==> config.mk <==
export PLATFORM = sky130hd
export DESIGN_NAME = branch_redirect_ctrl_flat
export DESIGN_NICKNAME = d
export VERILOG_FILES = /design/src/rtl/br_ctrl_pkg.sv /design/src/rtl/branch_redirect_ctrl_if.sv /design/src/rtl/br_perf_counters.sv /design/src/rtl/branch_redirect_ctrl.sv /design/src/flat_wrapper.sv
export SDC_FILE = /design/constraint.sdc
export NUM_CORES = 1
export LEC_CHECK = 0
export BUFFER_PORTS_ARGS = -buffer_cell sky130_fd_sc_hd__buf_2
export CORE_ASPECT_RATIO = 1.2
export CORE_MARGIN = 4
export CORE_UTILIZATION = 48
export DETAILED_ROUTE_END_ITERATION = 7
export GPL_TIMING_DRIVEN = 0
export HOLD_SLACK_MARGIN = 0.08
export PLACE_DENSITY = 0.86
export REMOVE_ABC_BUFFERS = 1
export SLEW_MARGIN = 20
export SYNTH_ARGS = -nofsm -noshare
export SYNTH_HDL_FRONTEND = slang
export SYNTH_SLANG_ARGS = --single-unit
==> constraint.sdc <==
create_clock -name clk -period 2.1 [get_ports clk]
set_input_delay 0.315 -clock clk [delete_from_list [all_inputs] [get_ports clk]]
set_output_delay 0.315 -clock clk [all_outputs]
set_load 0.005 [all_outputs]
==> src/rtl/br_ctrl_pkg.sv <==
// Shared types and constants for the branch redirect controller slice.
// Imported by branch_redirect_ctrl, its interface, and the optional br_perf_counters.
package br_ctrl_pkg;

  typedef enum logic [1:0] {
    IDLE  = 2'd0,
    PEND  = 2'd1,
    FLUSH = 2'd2
  } br_state_e;

  localparam int FLUSH_CNT_W = 3;

  // Encoding of addi x0,x0,0, inserted into IF/ID when it is squashed
  localparam logic [31:0] NOP_INSTR = 32'h0000_0013;

  function automatic logic calc_take(input logic ex_valid,
                                     input logic ex_is_br,
                                     input logic br_true,
                                     input logic ex_is_jump);
    return ex_valid & ((ex_is_br & br_true) | ex_is_jump);
  endfunction

endpackage

==> src/rtl/branch_redirect_ctrl_if.sv <==
// EX-stage to fetch/IF-ID handshake bundle for branch_redirect_ctrl.
// Perf counter signals exist only when BR_PERF_CNT_EN is defined.
interface branch_redirect_ctrl_if #(
  parameter int XLEN  = 32,
  parameter int CNT_W = 32
);

  logic            ex_valid;
  logic            ex_is_br;
  logic            ex_is_jump;
  logic            br_true;
  logic [XLEN-1:0] br_target;
  logic            stall;
  logic            redirect_valid;
  logic [XLEN-1:0] redirect_pc;
  logic            flush_if;
  logic            misalign;
  logic            busy;
`ifdef BR_PERF_CNT_EN
  logic [CNT_W-1:0] br_count;
  logic [CNT_W-1:0] taken_count;
  logic [CNT_W-1:0] stall_redirect_count;
`endif

  // master is the EX stage / environment, slave is the redirect controller
  modport master (
    output ex_valid, ex_is_br, ex_is_jump, br_true, br_target, stall,
    input  redirect_valid, redirect_pc, flush_if, misalign,
`ifdef BR_PERF_CNT_EN
    input  br_count, taken_count, stall_redirect_count,
`endif
    input  busy
  );

  modport slave (
    input  ex_valid, ex_is_br, ex_is_jump, br_true, br_target, stall,
    output redirect_valid, redirect_pc, flush_if, misalign,
`ifdef BR_PERF_CNT_EN
    output br_count, taken_count, stall_redirect_count,
`endif
    output busy
  );

endinterface

==> src/rtl/br_perf_counters.sv <==
// Branch statistics counters, instantiated by branch_redirect_ctrl only under BR_PERF_CNT_EN.
// All counters wrap naturally at 2^CNT_W.
module br_perf_counters #(
  parameter int CNT_W = 32
) (
  input  logic             clk,
  input  logic             rst,
  input  logic             in_idle,
  input  logic             is_branch,
  input  logic             take,
  input  logic             stall,
  output logic [CNT_W-1:0] br_count,
  output logic [CNT_W-1:0] taken_count,
  output logic [CNT_W-1:0] stall_redirect_count
);

  // Only IDLE samples count; EX traffic during PEND/FLUSH is wrong-path
  always_ff @(posedge clk or posedge rst) begin
    if (rst) begin
      br_count             <= '0;
      taken_count          <= '0;
      stall_redirect_count <= '0;
    end else if (in_idle) begin
      if (is_branch)    br_count             <= br_count + 1'b1;
      if (take)         taken_count          <= taken_count + 1'b1;
      if (take & stall) stall_redirect_count <= stall_redirect_count + 1'b1;
    end
  end

endmodule

==> src/rtl/branch_redirect_ctrl.sv <==
// EX-stage branch redirect controller: turns a resolved branch/jump into a one-cycle
// PC redirect pulse plus an IF/ID flush. Optional perf counters under BR_PERF_CNT_EN.
module branch_redirect_ctrl
  import br_ctrl_pkg::*;
#(
  parameter int XLEN         = 32,
  parameter int FLUSH_CYCLES = 1,
  parameter int CNT_W        = 32
) (
  input logic                   clk,
  input logic                   rst,
  branch_redirect_ctrl_if.slave bus
);

  localparam logic [FLUSH_CNT_W-1:0] FLUSH_INIT = FLUSH_CNT_W'(FLUSH_CYCLES);

  br_state_e              state;
  logic [XLEN-1:0]        tgt_q;
  logic [FLUSH_CNT_W-1:0] flush_cnt;
  logic                   redirect_valid_q;
  logic [XLEN-1:0]        redirect_pc_q;
  logic                   flush_if_q;
  logic                   misalign_q;
  logic                   take;
  logic [XLEN-1:0]        issue_tgt;

  assign take      = calc_take(bus.ex_valid, bus.ex_is_br, bus.br_true, bus.ex_is_jump);
  assign issue_tgt = (state == PEND) ? tgt_q : bus.br_target;

  // Single FSM: the redirect pulse and misalign are cleared every cycle unless a
  // redirect is being issued, so each redirect yields exactly one pulse.
  always_ff @(posedge clk or posedge rst) begin
    if (rst) begin
      state            <= IDLE;
      tgt_q            <= '0;
      flush_cnt        <= '0;
      redirect_valid_q <= 1'b0;
      redirect_pc_q    <= '0;
      flush_if_q       <= 1'b0;
      misalign_q       <= 1'b0;
    end else begin
      redirect_valid_q <= 1'b0;
      misalign_q       <= 1'b0;
      case (state)
        IDLE: begin
          if (take) begin
            tgt_q <= bus.br_target;
            if (bus.stall) begin
              state <= PEND;
            end else begin
              state            <= FLUSH;
              redirect_valid_q <= 1'b1;
              redirect_pc_q    <= {issue_tgt[XLEN-1:1], 1'b0};
              misalign_q       <= issue_tgt[1];
              flush_if_q       <= 1'b1;
              flush_cnt        <= FLUSH_INIT;
            end
          end
        end
        PEND: begin
          if (!bus.stall) begin
            state            <= FLUSH;
            redirect_valid_q <= 1'b1;
            redirect_pc_q    <= {issue_tgt[XLEN-1:1], 1'b0};
            misalign_q       <= issue_tgt[1];
            flush_if_q       <= 1'b1;
            flush_cnt        <= FLUSH_INIT;
          end
        end
        FLUSH: begin
          // The flush cycle that just completed consumes one count; a stall freezes it
          if (!bus.stall) begin
            if (flush_cnt <= FLUSH_CNT_W'(1)) begin
              flush_cnt  <= '0;
              flush_if_q <= 1'b0;
              state      <= IDLE;
            end else begin
              flush_cnt <= flush_cnt - 1'b1;
            end
          end
        end
        default: begin
          state      <= IDLE;
          flush_if_q <= 1'b0;
          flush_cnt  <= '0;
        end
      endcase
    end
  end

  assign bus.redirect_valid = redirect_valid_q;
  assign bus.redirect_pc    = redirect_pc_q;
  assign bus.flush_if       = flush_if_q;
  assign bus.misalign       = misalign_q;
  assign bus.busy           = (state != IDLE);

`ifdef BR_PERF_CNT_EN
  br_perf_counters #(
    .CNT_W(CNT_W)
  ) u_perf (
    .clk                 (clk),
    .rst                 (rst),
    .in_idle             (state == IDLE),
    .is_branch           (bus.ex_valid & bus.ex_is_br),
    .take                (take),
    .stall               (bus.stall),
    .br_count            (bus.br_count),
    .taken_count         (bus.taken_count),
    .stall_redirect_count(bus.stall_redirect_count)
  );
`endif

endmodule

==> src/flat_wrapper.sv <==
// flat-port wrapper written by rule: the top's interface ports become plain ports
module branch_redirect_ctrl_flat import br_ctrl_pkg::*;
#(
  parameter int XLEN         = 32,
  parameter int FLUSH_CYCLES = 1,
  parameter int CNT_W        = 32
)
  (clk, rst, bus_ex_valid, bus_ex_is_br, bus_ex_is_jump, bus_br_true, bus_br_target, bus_stall, bus_redirect_valid, bus_redirect_pc, bus_flush_if, bus_misalign, bus_busy);
  branch_redirect_ctrl_if #(.XLEN(XLEN), .CNT_W(CNT_W)) bus_i ();
  input logic clk;
  input logic rst;
  input wire logic [$bits(bus_i.ex_valid)-1:0] bus_ex_valid;
  input wire logic [$bits(bus_i.ex_is_br)-1:0] bus_ex_is_br;
  input wire logic [$bits(bus_i.ex_is_jump)-1:0] bus_ex_is_jump;
  input wire logic [$bits(bus_i.br_true)-1:0] bus_br_true;
  input wire logic [$bits(bus_i.br_target)-1:0] bus_br_target;
  input wire logic [$bits(bus_i.stall)-1:0] bus_stall;
  output wire logic [$bits(bus_i.redirect_valid)-1:0] bus_redirect_valid;
  output wire logic [$bits(bus_i.redirect_pc)-1:0] bus_redirect_pc;
  output wire logic [$bits(bus_i.flush_if)-1:0] bus_flush_if;
  output wire logic [$bits(bus_i.misalign)-1:0] bus_misalign;
  output wire logic [$bits(bus_i.busy)-1:0] bus_busy;
  assign bus_i.ex_valid = bus_ex_valid;
  assign bus_i.ex_is_br = bus_ex_is_br;
  assign bus_i.ex_is_jump = bus_ex_is_jump;
  assign bus_i.br_true = bus_br_true;
  assign bus_i.br_target = bus_br_target;
  assign bus_i.stall = bus_stall;
  assign bus_redirect_valid = bus_i.redirect_valid;
  assign bus_redirect_pc = bus_i.redirect_pc;
  assign bus_flush_if = bus_i.flush_if;
  assign bus_misalign = bus_i.misalign;
  assign bus_busy = bus_i.busy;
  branch_redirect_ctrl #(.XLEN(XLEN), .FLUSH_CYCLES(FLUSH_CYCLES), .CNT_W(CNT_W)) u_core (.clk(clk), .rst(rst), .bus(bus_i));
endmodule
## Word level (Yosys, flattened, before mapping)

Cells that the tools add are included.

| word-level totals | value |
|---|---|
| register bits after elaboration | 72 |

| operators by class | value |
|---|---|
| add/sub/neg operators | 1 |
| order comparisons | 1 |
| equal/unequal tests | 6 |
| multiplexer cells | 26 |
| bitwise operators | 3 |
| reduce and logical (&&, ||, !) cells | 8 |

Operators by type and width:

| cell | number |
|---|---|
| two-way mux 32 bit | 3 |
| case mux 32 bit (2 select lines) | 1 |
| two-way mux 3 bit | 4 |
| two-way mux 2 bit | 5 |
| case mux 3 bit (3 select lines) | 1 |
| two-way mux 1 bit | 8 |
| case mux 2 bit (3 select lines) | 1 |
| AND reduction 2 bit | 3 |
| != test 2 x 1 -> 1 bit, second input constant | 2 |
| != test 2 bit, second input constant | 2 |
| case mux 1 bit (2 select lines) | 2 |
| AND reduction 4 bit | 1 |
| nonzero test 2 bit | 2 |
| <= comparator 3 x 1 -> 1 bit, second input constant | 1 |
| case mux 1 bit (3 select lines) | 1 |
| AND reduction 3 bit | 1 |
| subtractor 3 x 1 -> 3 bit, second input constant | 1 |
| bitwise AND 1 bit | 2 |
| == test 2 x 1 -> 1 bit, second input constant | 1 |
| == test 2 bit, second input constant | 1 |
| logical NOT 2 bit | 1 |
| bitwise OR 1 bit | 1 |

## Logic depth before layout (Yosys ltp)

Gate-level depths: netlist of run 1.

| logic depth | value |
|---|---|
| depth in word-level cells | 5 |
| gate-level depth with buffers | 7 |
| depth with buffers taken out | 6 |

## Least setup slack after synthesis of run 1

No wires, ideal clock.

| timing | value |
|---|---|
| kind | register to register |
| start | reg u_core.flush_cnt[0] |
| end | reg u_core.flush_cnt[2] |
| arrival | 1.475 ns |
| required time | 2.035 ns |
| setup slack | 0.559 ns |
| stages on the path, launching flop included | 7 |
| path buffers | 1 |
| period minus slack after synthesis | 1.541 ns |
| path through | dfrtp_1 ha_1 nor2b_1 or4_1 buf_2 nor3b_2 a22o_1 |

| between the ends | value |
|---|---|
| cells in the longest elaborated chain, start to end | 4 |

Ends and longest elaborated chain:

| item | RTL line | RTL |
|---|---|---|
| start: declaration | branch_redirect_ctrl.sv:19 | `logic [FLUSH_CNT_W-1:0] flush_cnt;` |
| start signal: assignment | branch_redirect_ctrl.sv:78 | `flush_cnt <= flush_cnt - 1'b1;` |
| subtractor 3 x 1 -> 3 bit / <= comparator 3 x 1 -> 1 bit (equally long branches) | branch_redirect_ctrl.sv:78, branch_redirect_ctrl.sv:73 |  |
| two-way mux 3 bit (*) | branch_redirect_ctrl.sv:73 | `if (flush_cnt <= FLUSH_CNT_W'(1)) begin` |
| two-way mux 3 bit (*) | branch_redirect_ctrl.sv:72 | `if (!bus.stall) begin` |
| case mux 3 bit (3 select lines) (*) | branch_redirect_ctrl.sv:44 | `case (state)` |

Every way passes the cells marked *; elsewhere a longest branch is shown, timed or not. The select of a mux whose other input is x is not followed.
A chain may end at the register's enable or synchronous reset.

## Final worst setup path of run 1

| timing | value |
|---|---|
| start | reg u_core.state[1] |
| end | reg u_core.flush_cnt[0] |

| between the ends | value |
|---|---|
| cells in the longest elaborated chain, start to end | 3 |

Ends and longest elaborated chain:

| item | RTL line | RTL |
|---|---|---|
| start: declaration | branch_redirect_ctrl.sv:17 | `br_state_e state;` |
| start signal: assignment | branch_redirect_ctrl.sv:34 | `state <= IDLE;` |
| start signal: assignment | branch_redirect_ctrl.sv:49 | `state <= PEND;` |
| start signal: assignment | branch_redirect_ctrl.sv:51 | `state <= FLUSH;` |
| == test 2 bit / logical NOT 2 bit (equally long branches) | branch_redirect_ctrl.sv:44 |  |
| != test 2 bit (no source line) / != test 2 x 1 -> 1 bit (equally long branches) | -- |  |
| AND reduction 2 bit (no source line) | -- |  |

Several ways; a longest one is shown, not always the timed one.

==> run_results.csv, run 1 <==
group,metric,value,unit
run_status,status,"complete, no violations",
clock_network,htree_levels,3,
timing,worst_slack,0.178,ns
synth,synth_top_family_by_area,"multiplexers",
synth,ys_ff_latch,70,
timing,finClkSkew,0.00639,ns
critical_path,worstPathMaxFanout,20,
timing,timing.slew.headroom,0.575,
route,ant_nets,0,
power_and_ir_drop,leakage,1.79,nW
layout,antenna_cells,0,
global_route,grt_usage,0.170,
clock_network,postCtsSetupRepairBufs,0,
synth,synth_fa_ha_area_frac,0.00826,
route,dr_total_vias,2091,
place,placed_area,3540,µm²
place,placed_cells,396,
layout,drive_above_1_share,0.399,
clock_network,clkLatencyLatePin,0.33,ns
floorplanning,rows,31,
place,io_buffers,72,
layout,fin_area,3770,µm²
global_route,overflow,0,
layout,fin_cells,413,
clock_network,clock_sinks,70,
min_path,hold_path_class,"in2reg",
place,gp_congestion,0.814,
timing,hold_viol_final,0,
floorplanning,core,6090,µm²
synth,synth_warnings,0,
timing,rsz0062_at_grt,"no",
route,wl_met3,306,µm
route,drtIter0Drc,70,
route,drc,0,
floorplanning,start_util,0.497,
clock_network,cts_tree,"yes",
timing,slew_violations,0,
global_route,grt_start_max_net_pins,43,
global_route,antenna_found_initial,0,
critical_path,crit_required,2.31,ns
clock_network,clockBufferDepth,2,
critical_path,crit_path_end_kind,"flop",
clock_network,cts_resized,0,
synth,synthSimpleGateAreaFrac,0.0764,
flow_run,cap_violations,0,
clock_network,cts_root_buf,"clkbuf_8",
layout,nNetsFinal,367,
synth,muxShareOfSynthArea,0.218,
layout,area_growth,24.5,%
power_and_ir_drop,peakVddDrop,0.000669,V
floorplanning,dieWidth,80.5,µm
clock_network,clk_pin_slew,0.08,ns
route,highest_layer,"met4",
power_and_ir_drop,powerDensity,1370,nW/µm²
synth,ys_seq_area_frac,0.579,
global_route,grt_pass1_vias,2139,
timing,period_needed,1.92,ns
timing,timing.fmax,520,MHz
timing,fin_setup_tns,0,ns
timing,setup_viol,0,
floorplanning,die-area,7650,µm²
synth,ys_types,32,
synth,synth_cells,253,
place,dp_hpwl,4.29,mm
global_route,grt_pass1_wl,9.83,mm
synth,avgSynthCellArea,12.0,µm²
critical_path,criticalPathCategory,"reg2reg",
route,met1_length,2.51,mm
route,dr_wl_met2,2.98,mm
clock_network,cts_buffers,9,
floorplanning,die_h,95.0,µm
synth,synth_xor_xnor_area_share,0,
place,post-place-ws,0.176,ns
timing,min_period_over_period,0.915,
route,via_per_inst,5.06,
route,totalWireLength,5.94,mm
synth,netlist_area,3030,µm²
timing,max_slew.worst_pin.slew,0.638,ns
floorplanning,ioPinCount,75,
clock_network,cts_hold_buffers,1,
critical_path,worst_ep_arrival_time,2.14,ns
critical_path,critPathLaunchType,"flop",
synth,synth_compound_area_frac,0.0810,
route,drt-pass1-iter-count,4,
route,avgRoutedWirePerCell,14.4,µm
critical path, cell delays in order, from the launching register on:
cell and delay, ns:
dfrtp_1 0.53, nor2_1 0.17, a31oi_4 0.58, inv_1 0.14
or3_1 0.38
cell usage in the layout, fill, tap and decap left out, drive strengths merged:
master	count
o211ai	1
conb	1
nor2b	2
mux2	32
or4	1
o2bb2ai	1
and2b	1
a31oi	1
clkinv	2
clkinvlp	2
a21oi	3
or3	1
buf	77
nand2b	1
ha	2
nand2	33
a22oi	1
nor3b	2
a21o	2
o21ai	32
and2	1
nand3	3
nor3	3
bufinv	2
dfrtp	70
dlygate4sd3	1
nor2	3
mux2i	30
inv	8
clkbuf	10
a22o	2
metrics by stage:
step	util	total power, W	hold WS [ns]
3_5_place_dp	0.581	0.00403	0.333
2_1_floorplan	-	0.00329	0.463
4_1_cts	0.619	0.00523	0.205
6_report	0.619	0.00515	0.221
3_3_place_gp	0.560	0.00384	0.457
5_1_grt	0.619	0.00555	0.211
cell families (layout without fill, tap and decap cells):
group,Yosys count,in the layout
AO/OA/AOI/OAI,43,43
adder cells (fa/ha/maj),2,2
buffers and inverters,24,102
flip-flops,70,70
multiplexers,62,62
other,1,1
AND/OR/NAND/NOR,51,51
path summary, 6_finish.rpt:
| check | from | end | slack [ns] | cells after the start |
|---|---|---|---|---|
| worst min register to register | u_core.bus.redirect_pc[2] | u_core.bus.redirect_pc[2] | 0.48 | 2 |
| worst max-delay path | u_core.state[1] | u_core.flush_cnt[0] | 0.18 | 4 |
| worst min-delay path | bus_br_target[17] | u_core.tgt_q[17] | 0.22 | 2 |
| worst max register to register | u_core.state[1] | u_core.flush_cnt[0] | 0.18 | 4 |
| max in group asynchronous | rst | u_core.tgt_q[18] | 1.04 | 4 |
| min in group asynchronous | rst | u_core.tgt_q[12] | 0.51 | 3 |
metal layers:
metal	GRT usage	up-vias
met2	0.277	62
met3	0.0315	12
met4	0.107	0
li1	-	1018
met5	0	-
met1	0.205	999
state kept, by name, indices dropped and copies added (netlist names):
signal                     count
u_core.bus.redirect_valid      1
u_core.bus.flush_if            1
u_core.bus.misalign            1
u_core.bus.redirect_pc        31
u_core.flush_cnt               3
u_core.tgt_q                  31
u_core.state                   2
area by class of cell:
type | instances | area (µm²)
Sequential cell | 70 | 1750
Fill cell | 515 | 2320
Tap cell | 82 | 103
Multi-Input combinational cell | 159 | 1180
Timing Repair Buffer | 78 | 480
Inverter | 8 | 32.5
Clock buffer | 10 | 138
Clock inverter | 6 | 85.1
report_power, final:
part	total [W]	internal, W	switching [W]	leakage (nW)
clock network	0.00119	0.000697	0.000495	0.108
registers	0.00237	0.00201	0.000359	0.854
logic	0.00159	0.000866	0.000726	0.826
total	0.00515	0.00357	0.00158	1.79
synthesized netlist by cell type, drive strengths merged:
cell     number  area share
a21oi         3      0.0050
a22oi         1      0.0025
and2b         1      0.0025
ha            2      0.0083
buf           9       0.018
o2bb2ai       1      0.0029
a31oi         1      0.0041
inv           8      0.0099
o211ai        1      0.0025
nand2        33       0.041
mux2         32        0.12
or4           1      0.0025
dfrtp        70        0.58
nor3b         2      0.0066
clkbuf        7      0.0087
a21o          2      0.0054
nor2b         2      0.0041
nor2          3      0.0037
nand3         3      0.0050
nor3          3      0.0050
mux2i        30       0.099
o21ai        32       0.053
a22o          2      0.0058
and2          1      0.0021
conb          1      0.0012
nand2b        1      0.0021
or3           1      0.0021
Power figures use the tool's default switching activity.
==> run 2, diff against run 1 <==
--- a/config.mk
+++ b/config.mk
@@ -8,11 +8,11 @@
 export BUFFER_PORTS_ARGS = -buffer_cell sky130_fd_sc_hd__buf_2
 export CORE_ASPECT_RATIO = 1.2
 export CORE_MARGIN = 4
-export CORE_UTILIZATION = 48
+export CORE_UTILIZATION = 44
 export DETAILED_ROUTE_END_ITERATION = 7
 export GPL_TIMING_DRIVEN = 0
 export HOLD_SLACK_MARGIN = 0.08
-export PLACE_DENSITY = 0.86
+export PLACE_DENSITY = 0.81
 export REMOVE_ABC_BUFFERS = 1
 export SLEW_MARGIN = 20
 export SYNTH_ARGS = -nofsm -noshare
==> run 2 against run 1 <==
Non-clock buffer count unchanged. Die area up 8.2%. Sequential cell count did not move. Clock power is 6% lower. Core utilization fell by 4.6 points. Sequential share of layout area rose by 0.093 points. First-iteration DRC count grew 21%. Register-to-register slack barely moved. Final area shrank 0.20%. Largest cell class unchanged. Count of clock-buffer cells in the layout grew 4. Sequential power barely moved. Final cell count grew 0.73%.
==> run_results.csv, run 2 (synthesis results as in run 1) <==
group,metric,value,unit
run_status,status,"complete, no violations",
critical_path,worstPathCellList,"nor2_1, a31oi_4, inv_1, or3_1",
critical_path,critPathLaunchType,"flop",
layout,nNetsFinal,367,
place,io_buffers,72,
critical_path,crit_path_end_kind,"flop",
floorplanning,core,6570,µm²
floorplanning,start_util,0.461,
route,totalWireLength,5.93,mm
critical_path,cp_slowest_stage_delay,0.58,ns
floorplanning,dieWidth,83.7,µm
flow_run,cap_violations,0,
floorplanning,ioPinCount,75,
timing,period_needed,1.91,ns
place,post-place-ws,0.169,ns
global_route,grt_pass1_vias,2254,
place,placed_cells,399,
layout,layout_commonest_cell,"buf_2",
clock_network,htree_levels,3,
layout,final_cell_mix,"buf_2 (72), dfrtp_1 (70), nand2_1 (33), mux2_2 (32), o21ai_0 (32)",
clock_network,postCtsSetupRepairBufs,0,
place,gp_congestion,0.765,
timing,timing.fmax,522,MHz
route,ant_nets,0,
critical_path,critPathSlowestCell,"a31oi_4",
layout,antenna_cells,0,
global_route,grt_start_max_net_pins,37,
place,placed_area,3540,µm²
timing,timing.slew.headroom,0.578,
clock_network,cts_hold_buffers,1,
place,dp_hpwl,4.26,mm
timing,rsz0062_at_grt,"no",
layout,area_growth,24.3,%
global_route,grt_usage,0.153,
clock_network,clock_sinks,70,
clock_network,clk_pin_slew,0.08,ns
min_path,hold_path_class,"in2reg",
floorplanning,die-area,8280,µm²
timing,slew_violations,0,
layout,fin_cells,416,
route,via_per_inst,5.06,
timing,finClkSkew,0.00910,ns
clock_network,clkLatencyLatePin,0.33,ns
route,drt-pass1-iter-count,4,
route,dr_total_vias,2105,
critical_path,criticalPathCategory,"reg2reg",
power_and_ir_drop,leakage,1.79,nW
timing,max_slew.worst_pin.slew,0.633,ns
critical_path,worst_ep_arrival_time,2.12,ns
critical_path,worstPathMaxFanout,20,
timing,setup_viol,0,
route,drc,0,
clock_network,clockBufferDepth,2,
power_and_ir_drop,peakVddDrop,0.000630,V
route,drtIter0Drc,85,
timing,min_period_over_period,0.912,
timing,fin_setup_tns,0,ns
power_and_ir_drop,powerDensity,1350,nW/µm²
layout,fin_area,3760,µm²
clock_network,cts_resized,0,
clock_network,cts_buffers,9,
route,avgRoutedWirePerCell,14.3,µm
clock_network,cts_root_buf,"clkbuf_8",
floorplanning,die_h,98.9,µm
timing,hold_viol_final,0,
layout,drive_above_1_share,0.393,
global_route,overflow,0,
floorplanning,rows,32,
timing,worst_slack,0.185,ns
global_route,antenna_found_initial,0,
clock_network,cts_tree,"yes",
layout,postLayoutCoreUtil,0.573,
global_route,grt_pass1_wl,10.2,mm
critical_path,crit_required,2.30,ns
run 2: changes by cell type in the layout (fill, tap and decap cells not counted):
cell and delta:
clkinvlp_4 -2, clkbuf_1 +2, clkbuf_8 +2, clkinv_4 +1, bufinv_16 -1, clkinv_2 -2
run 2: power breakdown:
group	total [W]	internal [W]	switching, W
sequential	0.00237	0.00201	0.000360
clock	0.00112	0.000650	0.000473
combinational	0.00158	0.000868	0.000711
total	0.00507	0.00353	0.00154
run 2: worst paths after layout:
kind / from / end / slack, ns / cells past startpoint
max: u_core.state[1] / u_core.flush_cnt[0] / 0.19 / 4
min reg2reg: u_core.bus.redirect_pc[3] / u_core.bus.redirect_pc[3] / 0.48 / 2
max reg2reg: u_core.state[1] / u_core.flush_cnt[0] / 0.19 / 4
max in group asynchronous: rst / u_core.tgt_q[2] / 1.00 / 4
min: bus_br_target[8] / u_core.tgt_q[8] / 0.23 / 2
min in group asynchronous: rst / u_core.tgt_q[6] / 0.56 / 3
run 2: critical path, delay by kind of cell, from the launching register on:
kind / cells / cell delay (ns)
compound gates: 1 / 0.58
flops: 1 / 0.53
buf+inv: 1 / 0.13
simple gates: 2 / 0.54
run 2: cell type report:
class                   instances  area [µm²]
clock buffers                  14         173
well taps                      85         106
fillers                       562        2800
multi-input cells             159        1180
inverters                       8        32.5
repair buffers                 78         480
flip-flops and latches         70        1750
clock inverters                 2        38.8
run 2: per-layer routing:
| metal | part of all wire | GRT usage | vias up |
|---|---|---|---|
| met5 | 0 | 0 | - |
| met4 | 0.013 | 0.0644 | 0 |
| met3 | 0.061 | 0.0460 | 10 |
| met2 | 0.51 | 0.263 | 59 |
| met1 | 0.41 | 0.178 | 1026 |
| li1 | - | - | 1010 |
run 2: through the flow:
stage          hold WS, ns  total power, W
2_1_floorplan        0.463         0.00329
4_1_cts              0.209         0.00516
5_1_grt              0.214         0.00546
3_3_place_gp         0.456         0.00384
6_report             0.227         0.00507
3_5_place_dp         0.369         0.00402
